==> src/rtl/pipe_hazard_ctrl_pkg.sv <==
// Shared definitions for the pipeline hazard controller: stage bit indices,
// FSM state encoding and the fixed stall/flush patterns.
package pipe_hazard_ctrl_pkg;

  localparam int STG_PC    = 0;
  localparam int STG_IFID  = 1;
  localparam int STG_IDEX  = 2;
  localparam int STG_EXMEM = 3;

  typedef enum logic [1:0] {
    ST_IDLE      = 2'd0,
    ST_MD_BUSY   = 2'd1,
    ST_EXC_DRAIN = 2'd2
  } hz_state_e;

  // Hold PC and IF/ID, bubble into ID/EX.
  localparam logic [3:0] STALL_PAT  = 4'b0011;
  localparam logic [3:0] BUBBLE_PAT = 4'b0100;
  // Exception squashes everything younger than MEM; drain keeps flushing IF/ID.
  localparam logic [3:0] EXC_FLUSH_PAT = (4'b1 << STG_IFID) | (4'b1 << STG_IDEX) |
                                         (4'b1 << STG_EXMEM);
  localparam logic [3:0] DRAIN_FLUSH_PAT = 4'b1 << STG_IFID;

endpackage

==> src/rtl/pipe_md_tracker.sv <==
// Mul/div HI/LO interlock countdown; busy while the result is not yet forwardable.
module pipe_md_tracker
  import pipe_hazard_ctrl_pkg::*;
#(
  parameter int MD_LATENCY = 4
) (
  input  logic clk,
  input  logic rst,
  input  logic start,
  input  logic clear,
  output logic busy,
  output logic busy_nxt
);

  localparam logic [3:0] LOAD_VAL = 4'(MD_LATENCY - 1);

  logic [3:0] md_cnt_q, md_cnt_d;

  // The count reaching 1 ends the interlock: HI/LO is forwardable in the last execute cycle.
  always_comb begin
    md_cnt_d = md_cnt_q;
    if (clear) begin
      md_cnt_d = '0;
    end else if (start) begin
      md_cnt_d = LOAD_VAL;
    end else if (md_cnt_q > 4'd2) begin
      md_cnt_d = md_cnt_q - 4'd1;
    end else begin
      md_cnt_d = '0;
    end
  end

  always_ff @(posedge clk or negedge rst) begin
    if (!rst) begin
      md_cnt_q <= '0;
    end else begin
      md_cnt_q <= md_cnt_d;
    end
  end

  assign busy     = (md_cnt_q != 4'd0);
  assign busy_nxt = (md_cnt_d != 4'd0);

endmodule

==> src/rtl/pipe_hazard_ctrl.sv <==
// Central hazard/interlock controller: load-use, mul/div HI/LO, exception flush
// and branch-likely slot annul. Optional perf counters under `PIPE_CTRL_PERF_EN.
module pipe_hazard_ctrl
  import pipe_hazard_ctrl_pkg::*;
#(
  parameter int MD_LATENCY = 4,
  parameter int EXC_DRAIN  = 1
) (
  input  logic       clk,
  input  logic       rst,
  input  logic [4:0] id_rs,
  input  logic [4:0] id_rt,
  input  logic       id_uses_rs,
  input  logic       id_uses_rt,
  input  logic       ex_mem_read,
  input  logic [4:0] ex_rd,
  input  logic       id_md_start,
  input  logic       id_md_use,
  input  logic       br_valid_id,
  input  logic       br_likely_id,
  input  logic       br_taken_id,
  input  logic       exc_req,
  output logic [3:0] stall_C,
  output logic [3:0] flush_C,
  output logic       slot_flush,
  output logic       ctrl_busy
`ifdef PIPE_CTRL_PERF_EN
  ,
  output logic [31:0] perf_lu_cnt,
  output logic [31:0] perf_md_cnt,
  output logic [31:0] perf_flush_cnt
`endif
);

  localparam logic [1:0] DRAIN_LOAD = 2'(EXC_DRAIN);

  hz_state_e  state_q, state_d;
  logic [1:0] drain_cnt_q, drain_cnt_d;
  logic       lu, md_hz, md_busy, md_busy_nxt;
  logic       md_start_acc;
  logic [3:0] stall_raw, flush_raw;
  logic       slot_raw;

  assign lu = ex_mem_read && (ex_rd != 5'd0) &&
              ((id_uses_rs && (id_rs == ex_rd)) || (id_uses_rt && (id_rt == ex_rd)));
  assign md_hz = md_busy && (id_md_use || id_md_start);

  pipe_md_tracker #(
    .MD_LATENCY(MD_LATENCY)
  ) u_md_tracker (
    .clk     (clk),
    .rst     (rst),
    .start   (md_start_acc),
    .clear   (exc_req),
    .busy    (md_busy),
    .busy_nxt(md_busy_nxt)
  );

  always_comb begin
    stall_raw    = '0;
    flush_raw    = '0;
    slot_raw     = 1'b0;
    md_start_acc = 1'b0;
    if (exc_req) begin
      flush_raw = EXC_FLUSH_PAT;
    end else if (state_q == ST_EXC_DRAIN) begin
      flush_raw = DRAIN_FLUSH_PAT;
    end else if (lu || md_hz) begin
      stall_raw = STALL_PAT;
      flush_raw = BUBBLE_PAT;
    end else begin
      slot_raw     = br_valid_id && br_likely_id && !br_taken_id;
      md_start_acc = id_md_start;
    end
  end

  always_comb begin
    state_d     = state_q;
    drain_cnt_d = drain_cnt_q;
    if (exc_req) begin
      drain_cnt_d = DRAIN_LOAD;
      state_d     = (DRAIN_LOAD != 2'd0) ? ST_EXC_DRAIN : ST_IDLE;
    end else if (state_q == ST_EXC_DRAIN) begin
      drain_cnt_d = drain_cnt_q - 2'd1;
      state_d     = (drain_cnt_q <= 2'd1) ? ST_IDLE : ST_EXC_DRAIN;
    end else begin
      state_d = md_busy_nxt ? ST_MD_BUSY : ST_IDLE;
    end
  end

  always_ff @(posedge clk or negedge rst) begin
    if (!rst) begin
      state_q     <= ST_IDLE;
      drain_cnt_q <= '0;
    end else begin
      state_q     <= state_d;
      drain_cnt_q <= drain_cnt_d;
    end
  end

  // Outputs are forced quiet for the whole time reset is held, not just after an edge.
  assign stall_C    = rst ? stall_raw : 4'b0000;
  assign flush_C    = rst ? flush_raw : 4'b0000;
  assign slot_flush = rst ? slot_raw  : 1'b0;
  assign ctrl_busy  = rst ? (state_q != ST_IDLE) : 1'b0;

`ifdef PIPE_CTRL_PERF_EN
  logic        hz_window;
  logic [31:0] perf_lu_cnt_q, perf_lu_cnt_d;
  logic [31:0] perf_md_cnt_q, perf_md_cnt_d;
  logic [31:0] perf_flush_cnt_q, perf_flush_cnt_d;

  assign hz_window = !exc_req && (state_q != ST_EXC_DRAIN);

  always_comb begin
    perf_lu_cnt_d    = perf_lu_cnt_q + {31'd0, hz_window && lu};
    perf_md_cnt_d    = perf_md_cnt_q + {31'd0, hz_window && md_hz};
    perf_flush_cnt_d = perf_flush_cnt_q + {31'd0, exc_req};
  end

  always_ff @(posedge clk or negedge rst) begin
    if (!rst) begin
      perf_lu_cnt_q    <= '0;
      perf_md_cnt_q    <= '0;
      perf_flush_cnt_q <= '0;
    end else begin
      perf_lu_cnt_q    <= perf_lu_cnt_d;
      perf_md_cnt_q    <= perf_md_cnt_d;
      perf_flush_cnt_q <= perf_flush_cnt_d;
    end
  end

  assign perf_lu_cnt    = perf_lu_cnt_q;
  assign perf_md_cnt    = perf_md_cnt_q;
  assign perf_flush_cnt = perf_flush_cnt_q;
`endif

endmodule

==> config.mk <==
export PLATFORM = sky130hd
export DESIGN_NAME = pipe_hazard_ctrl
export DESIGN_NICKNAME = d
export VERILOG_FILES = /design/src/rtl/pipe_hazard_ctrl_pkg.sv /design/src/rtl/pipe_md_tracker.sv /design/src/rtl/pipe_hazard_ctrl.sv
export SDC_FILE = /design/constraint.sdc
export NUM_CORES = 1
export LEC_CHECK = 0
export BUFFER_PORTS_ARGS = -buffer_cell sky130_fd_sc_hd__buf_2
export CELL_PAD_IN_SITES_DETAIL_PLACEMENT = 0
export CELL_PAD_IN_SITES_GLOBAL_PLACEMENT = 1
export CORE_ASPECT_RATIO = 1.4
export CORE_MARGIN = 5
export CORE_UTILIZATION = 28
export DETAILED_ROUTE_END_ITERATION = 10
export GPL_TIMING_DRIVEN = 0
export PLACE_DENSITY = 0.74
export SETUP_SLACK_MARGIN = 0.2
export SLEW_MARGIN = 15
export SYNTH_ARGS = -nofsm -noshare
export SYNTH_HDL_FRONTEND = slang
export SYNTH_SLANG_ARGS = --single-unit
==> constraint.sdc <==
create_clock -name clk -period 1.3 [get_ports clk]
set_input_delay 0 -clock clk [delete_from_list [all_inputs] [get_ports clk]]
set_output_delay 0 -clock clk [all_outputs]
set_load 0.005 [all_outputs]
After elaboration in Yosys (flattened, before gate mapping) --
Index checks and enable logic that the tools add are counted.
Cells by class: add/sub/neg operators 2, $mul 0, divide/modulo/power cells 0, $lt $le $gt $ge 2, eq/ne operators 3, shift operators 0, mux-type cells 25, bitwise operators 0, reductions and logical operators 16
Operator list (count):
- 4-bit 2-to-1 mux | 6
- 2-bit 2-to-1 mux | 8
- 5-bit equality test | 2
- 1-bit 2-to-1 mux | 9
- 4-bit nonzero test | 2
- 1-bit logical AND | 7
- 3-bit 2-to-1 mux | 2
- 5-bit nonzero test | 1
- 4-bit by 2-bit > comparator with 1-bit output, second input constant | 1
- 2-bit nonzero test | 2
- 4-bit by 1-bit subtractor with 4-bit output, second input constant | 1
- 1-bit logical OR | 3
- 2-bit equality test, second input constant | 1
- 2-bit by 1-bit <= comparator with 1-bit output, second input constant | 1
- 2-bit by 1-bit subtractor with 2-bit output, second input constant | 1
- 1-bit zero test | 1
Word-level totals: bits in registers 8, latch bits 0, RAM bits 0, ROM bits 0, input port bits 26, output and inout bits 10, word-level logic and storage cells 51, memories kept 0

Logic depth before layout (Yosys ltp) --
depth after elaboration 14, mapped depth 6

Modules after synthesis --
Synthesis repeated with hierarchy kept, for this count alone.
Unflattened totals: cell total of the unflattened synthesis 81, area, all modules 680.7 um^2
Modules (own cells, without submodules):
- pipe_hazard_ctrl | times used 1, cells each 55, area an instance 442.9 um^2, sequential area each 100.1 um^2
- pipe_md_tracker | times used 1, cells each 26, area an instance 237.7 um^2, sequential area each 100.1 um^2

Worst setup path after synthesis --
No wires, ideal clock.
path type register to register, start register u_md_tracker.md_cnt_q[0], end register u_md_tracker.md_cnt_q[0], setup time 0.083 ns, arrival time 1.279 ns, data required time 1.217 ns, setup slack -0.062 ns, stages on the path, launching flop included 7, path buffers 0, clock period less this slack 1.362 ns, cells stage by stage dfrtp_1 inv_1 ha_1 nor4bb_1 and3_1 a21oi_1 o21ai_0
Between the ends: cells in the longest elaborated chain, start to end 8
Ends and longest elaborated chain:
- start: declaration | RTL line pipe_md_tracker.sv:17 | logic [3:0] md_cnt_q, md_cnt_d;
- start signal: assignment | RTL line pipe_md_tracker.sv:37 | md_cnt_q <= md_cnt_d;
- 4-bit nonzero test | RTL line pipe_md_tracker.sv:41 | assign busy = (md_cnt_q != 4'd0);
- 1-bit logical AND | RTL line pipe_hazard_ctrl.sv:46 | assign md_hz = md_busy && (id_md_use || id_md_start);
- 1-bit logical OR | RTL line pipe_hazard_ctrl.sv:68 | end else if (lu || md_hz) begin
- 1-bit 2-to-1 mux | RTL line pipe_hazard_ctrl.sv:68
- 1-bit 2-to-1 mux | RTL line pipe_hazard_ctrl.sv:66 | end else if (state_q == ST_EXC_DRAIN) begin
- 1-bit 2-to-1 mux | RTL line pipe_hazard_ctrl.sv:64 | if (exc_req) begin
- 4-bit 2-to-1 mux (*) | RTL line pipe_md_tracker.sv:24 | end else if (start) begin
- 4-bit 2-to-1 mux (*) | RTL line pipe_md_tracker.sv:22 | if (clear) begin
- via u_md_tracker.md_cnt_d[0] | RTL line pipe_md_tracker.sv:17
Mark *: on every way through the listed nets, which the timed path passes. The rest lies on a longest branch. A chain may end at the register's enable or synchronous reset.

Worst setup path in the final report --
start register u_md_tracker.md_cnt_q[1], end output port stall_C[1]
Between the ends: cells in the longest elaborated chain, start to end 7
Ends and longest elaborated chain:
- 4-bit nonzero test | RTL line pipe_md_tracker.sv:41
- 1-bit logical AND | RTL line pipe_hazard_ctrl.sv:46
- 1-bit logical OR | RTL line pipe_hazard_ctrl.sv:68
- 2-bit 2-to-1 mux | RTL line pipe_hazard_ctrl.sv:68
- 2-bit 2-to-1 mux | RTL line pipe_hazard_ctrl.sv:66
- 2-bit 2-to-1 mux | RTL line pipe_hazard_ctrl.sv:64
- 4-bit 2-to-1 mux | RTL line pipe_hazard_ctrl.sv:102 | assign stall_C = rst ? stall_raw : 4'b0000;
- end: declaration | RTL line pipe_hazard_ctrl.sv:23 | output logic [3:0] stall_C,
Every way passes these cells.

==> run summary <==
Total Routed Length -> 2.103 mm
Diodes inserted -> 0
Hold Vio Cnt, Final -> 0
Area Overhead vs Synth -> 65.84%
initial antenna violation count -> 0
DRT iter0 DRCs -> 11
Leakage -> 0.5188 nW
total iterations of the first detailed-routing run -> 4
vias in the first global route -> 829
Starting Density -> 29.24%
Synth Cell Area -> 706.9 sq um
critical path capture point type -> output port
Remaining DRCs -> 0
Power, Total -> 1.645 mW
pwr dens -> 1403 nW/um^2
Ports -> 36
maxcap violations -> 0
endpoints failing setup -> 9
clock root cell -> clkbuf_4
Worst Hold Class -> in2reg
setup tns final -> -0.9400 ns
Clock Path Buffers -> 2
GPL Wtd Cong -> 0.7889
syn avg cell area -> 8.416 sq um
PortBufs -> 32
violated checks -> negative setup slack
Worst Setup Start Kind -> flop
Worst Path Max Fanout -> 3
maximum VDD drop -> 723.1 uV
Max Clock Freq -> 0.6803 GHz
CTS Buf Count -> 3
placed cell count -> 152
kind of critical path -> reg2out
total number of vias -> 810
ANT nets after route -> 0
All-Layer GR Usage -> 12.67%
die width -> 52.47 um
Worst EP required -> 1.30 ns
dpl hpwl -> 1.595 mm
Seq/Total Area, Yosys -> 28.32%
WP data arrival -> 1.47 ns
RSZ-0062 raised after global routing -> true
largest net degree at the start of global routing -> 10
first-pass GRT wire length -> 3.539 mm
Synth cell types -> 28
fin cells -> 166
number of synthesized flops with an enable pin -> 0
Warnings, synthesis -> 0
vias per cell -> 4.880
FFs w/ async S/R, synth -> 100.0%
Final Max Tran Viols -> 0
Final Cycle Share -> 113.1%
status -> complete, but fails checks
TritonCTS clock tree -> built
most frequent cells in the layout -> buf_2, buf_4, xnor2_1
ys flop type -> dfrtp_1
final net count -> 163
worst skew pair latency -> 0.27 ns
skew final -> 0.003311 ns
Sink Count -> 8
Reg clk slew, reported paths -> 0.06 ns
share of layout cells above drive strength 1 -> 53.79%
DR WL/cell -> 12.67 um
die footprint -> 3644 sq um
flops & latches, synth -> 8
core area -> 2417 sq um
row cnt -> 21
final worst slack -> -0.1699 ns
post-synthesis cell count -> 84
H-tree Lvls -> 1
crit path time final -> 1.470 ns
leading cell type in the layout, fill and taps excluded -> buf_2
Filler cells -> 259
Die Y -> 69.45 um
gr ovfl total -> 0
## synthesized netlist by cell type (all sizes together) (2+ instances only)
cell type  number  area (sq um)
nor2b           2         12.51
nor2            4         15.01
xnor2          12         105.1
nand2b          2         12.51
o21a            2         22.52
a21oi           4         20.02
a31oi           2         12.51
inv             4         15.01
nand3           5         25.02
o31ai           2         15.01
o21ai           7         35.03
dfrtp           8         200.2
ha              3         37.54
nand4           2         12.51
a211oi          4         35.03
buf             4         30.03
nand2           8         30.03
## cell type report
class / count / area (sq um) / share of cell area, %
Buffer: 4 / 30.03 / 2.561
Clock buffer: 3 / 22.52 / 1.921
Inverter: 4 / 15.01 / 1.281
Multi-Input combinational cell: 70 / 601.8 / 51.33
Sequential cell: 8 / 201.4 / 17.18
Tap cell: 34 / 42.54 / 3.629
Timing Repair Buffer: 43 / 259.0 / 22.09
## worst paths after layout
| check | from | to | slack [ns] | cells after the start |
|---|---|---|---|---|
| max in group asynchronous | rst | u_md_tracker.md_cnt_q[2] | 0.71 | 2 |
| min in group asynchronous | rst | state_q[1] | 0.30 | 2 |
| min | exc_req | drain_cnt_q[1] | 0.04 | 2 |
| max | u_md_tracker.md_cnt_q[1] | stall_C[1] | -0.17 | 7 |
| max reg2reg | u_md_tracker.md_cnt_q[1] | state_q[0] | -0.13 | 6 |
| min reg2reg | drain_cnt_q[1] | drain_cnt_q[1] | 0.52 | 2 |
## critical path: stages, from the launching register on
cell and delay (ns):
dfrtp_1 0.40, inv_2 0.07, ha_4 0.19, a21oi_4 0.18, nand3_2 0.09, o21ai_2 0.07, buf_4 0.13, buf_6 0.08
## metrics by stage
stage / hold slack [ns] / util [%] / area [sq um] / setup WS, ns
after detailed placement: -0.1029 / 39.29 / 949.7 / -0.1614
after global placement: -0.1091 / 39.29 / 949.7 / -0.1401
after CTS: 0.05293 / 47.00 / 1136 / -0.1723
after global routing: 0.06582 / 48.50 / 1172 / -0.2307
final: 0.04244 / 48.50 / 1172 / -0.1699
after floorplan: -0.2956 / - / 747.0 / 0.01440
## cells by family after synthesis
family | after synthesis | share of synthesized area, %
and+or+nand+nor | 27 | 20.00
AOI/OAI and AO/OA | 25 | 24.60
xor gates and xnor gates | 12 | 14.87
buffers and inverters | 8 | 6.371
DFF | 8 | 28.32
adders and majority gates | 3 | 5.310
other | 1 | 0.5305
## repair_timing
| item | CTS | global route |
|---|---|---|
| resized for setup | 24 | 5 |
| setup buffers | 8 | 2 |
| pin swaps | 10 | 8 |
| hold endpoints to repair | 8 | 0 |
| hold buffers | 1 | 0 |
| setup endpoints to repair | 9 | 11 |
## state kept, by name, indices dropped and copies added, names as in the netlist
register,cells
drain_cnt_q,2
u_md_tracker.md_cnt_q,4
state_q,2
## power by group
part	switching [mW]	total, mW	internal [mW]
clock	0.0976	0.204	0.106
combinational	0.485	1.05	0.564
sequential	0.0793	0.391	0.312
## layer usage
| layer | part of all wire [%] | global-route usage (%) | up-vias |
|---|---|---|---|
| met1 | 33 | 11.88 | 370 |
| met3 | 9.1 | 2.581 | 7 |
| met4 | 2.9 | 7.386 | 0 |
| li1 | - | - | 399 |
| met2 | 55 | 23.62 | 34 |
| met5 | 0 | 0 | - |
Note: power is estimated with default switching activity, not from simulation.
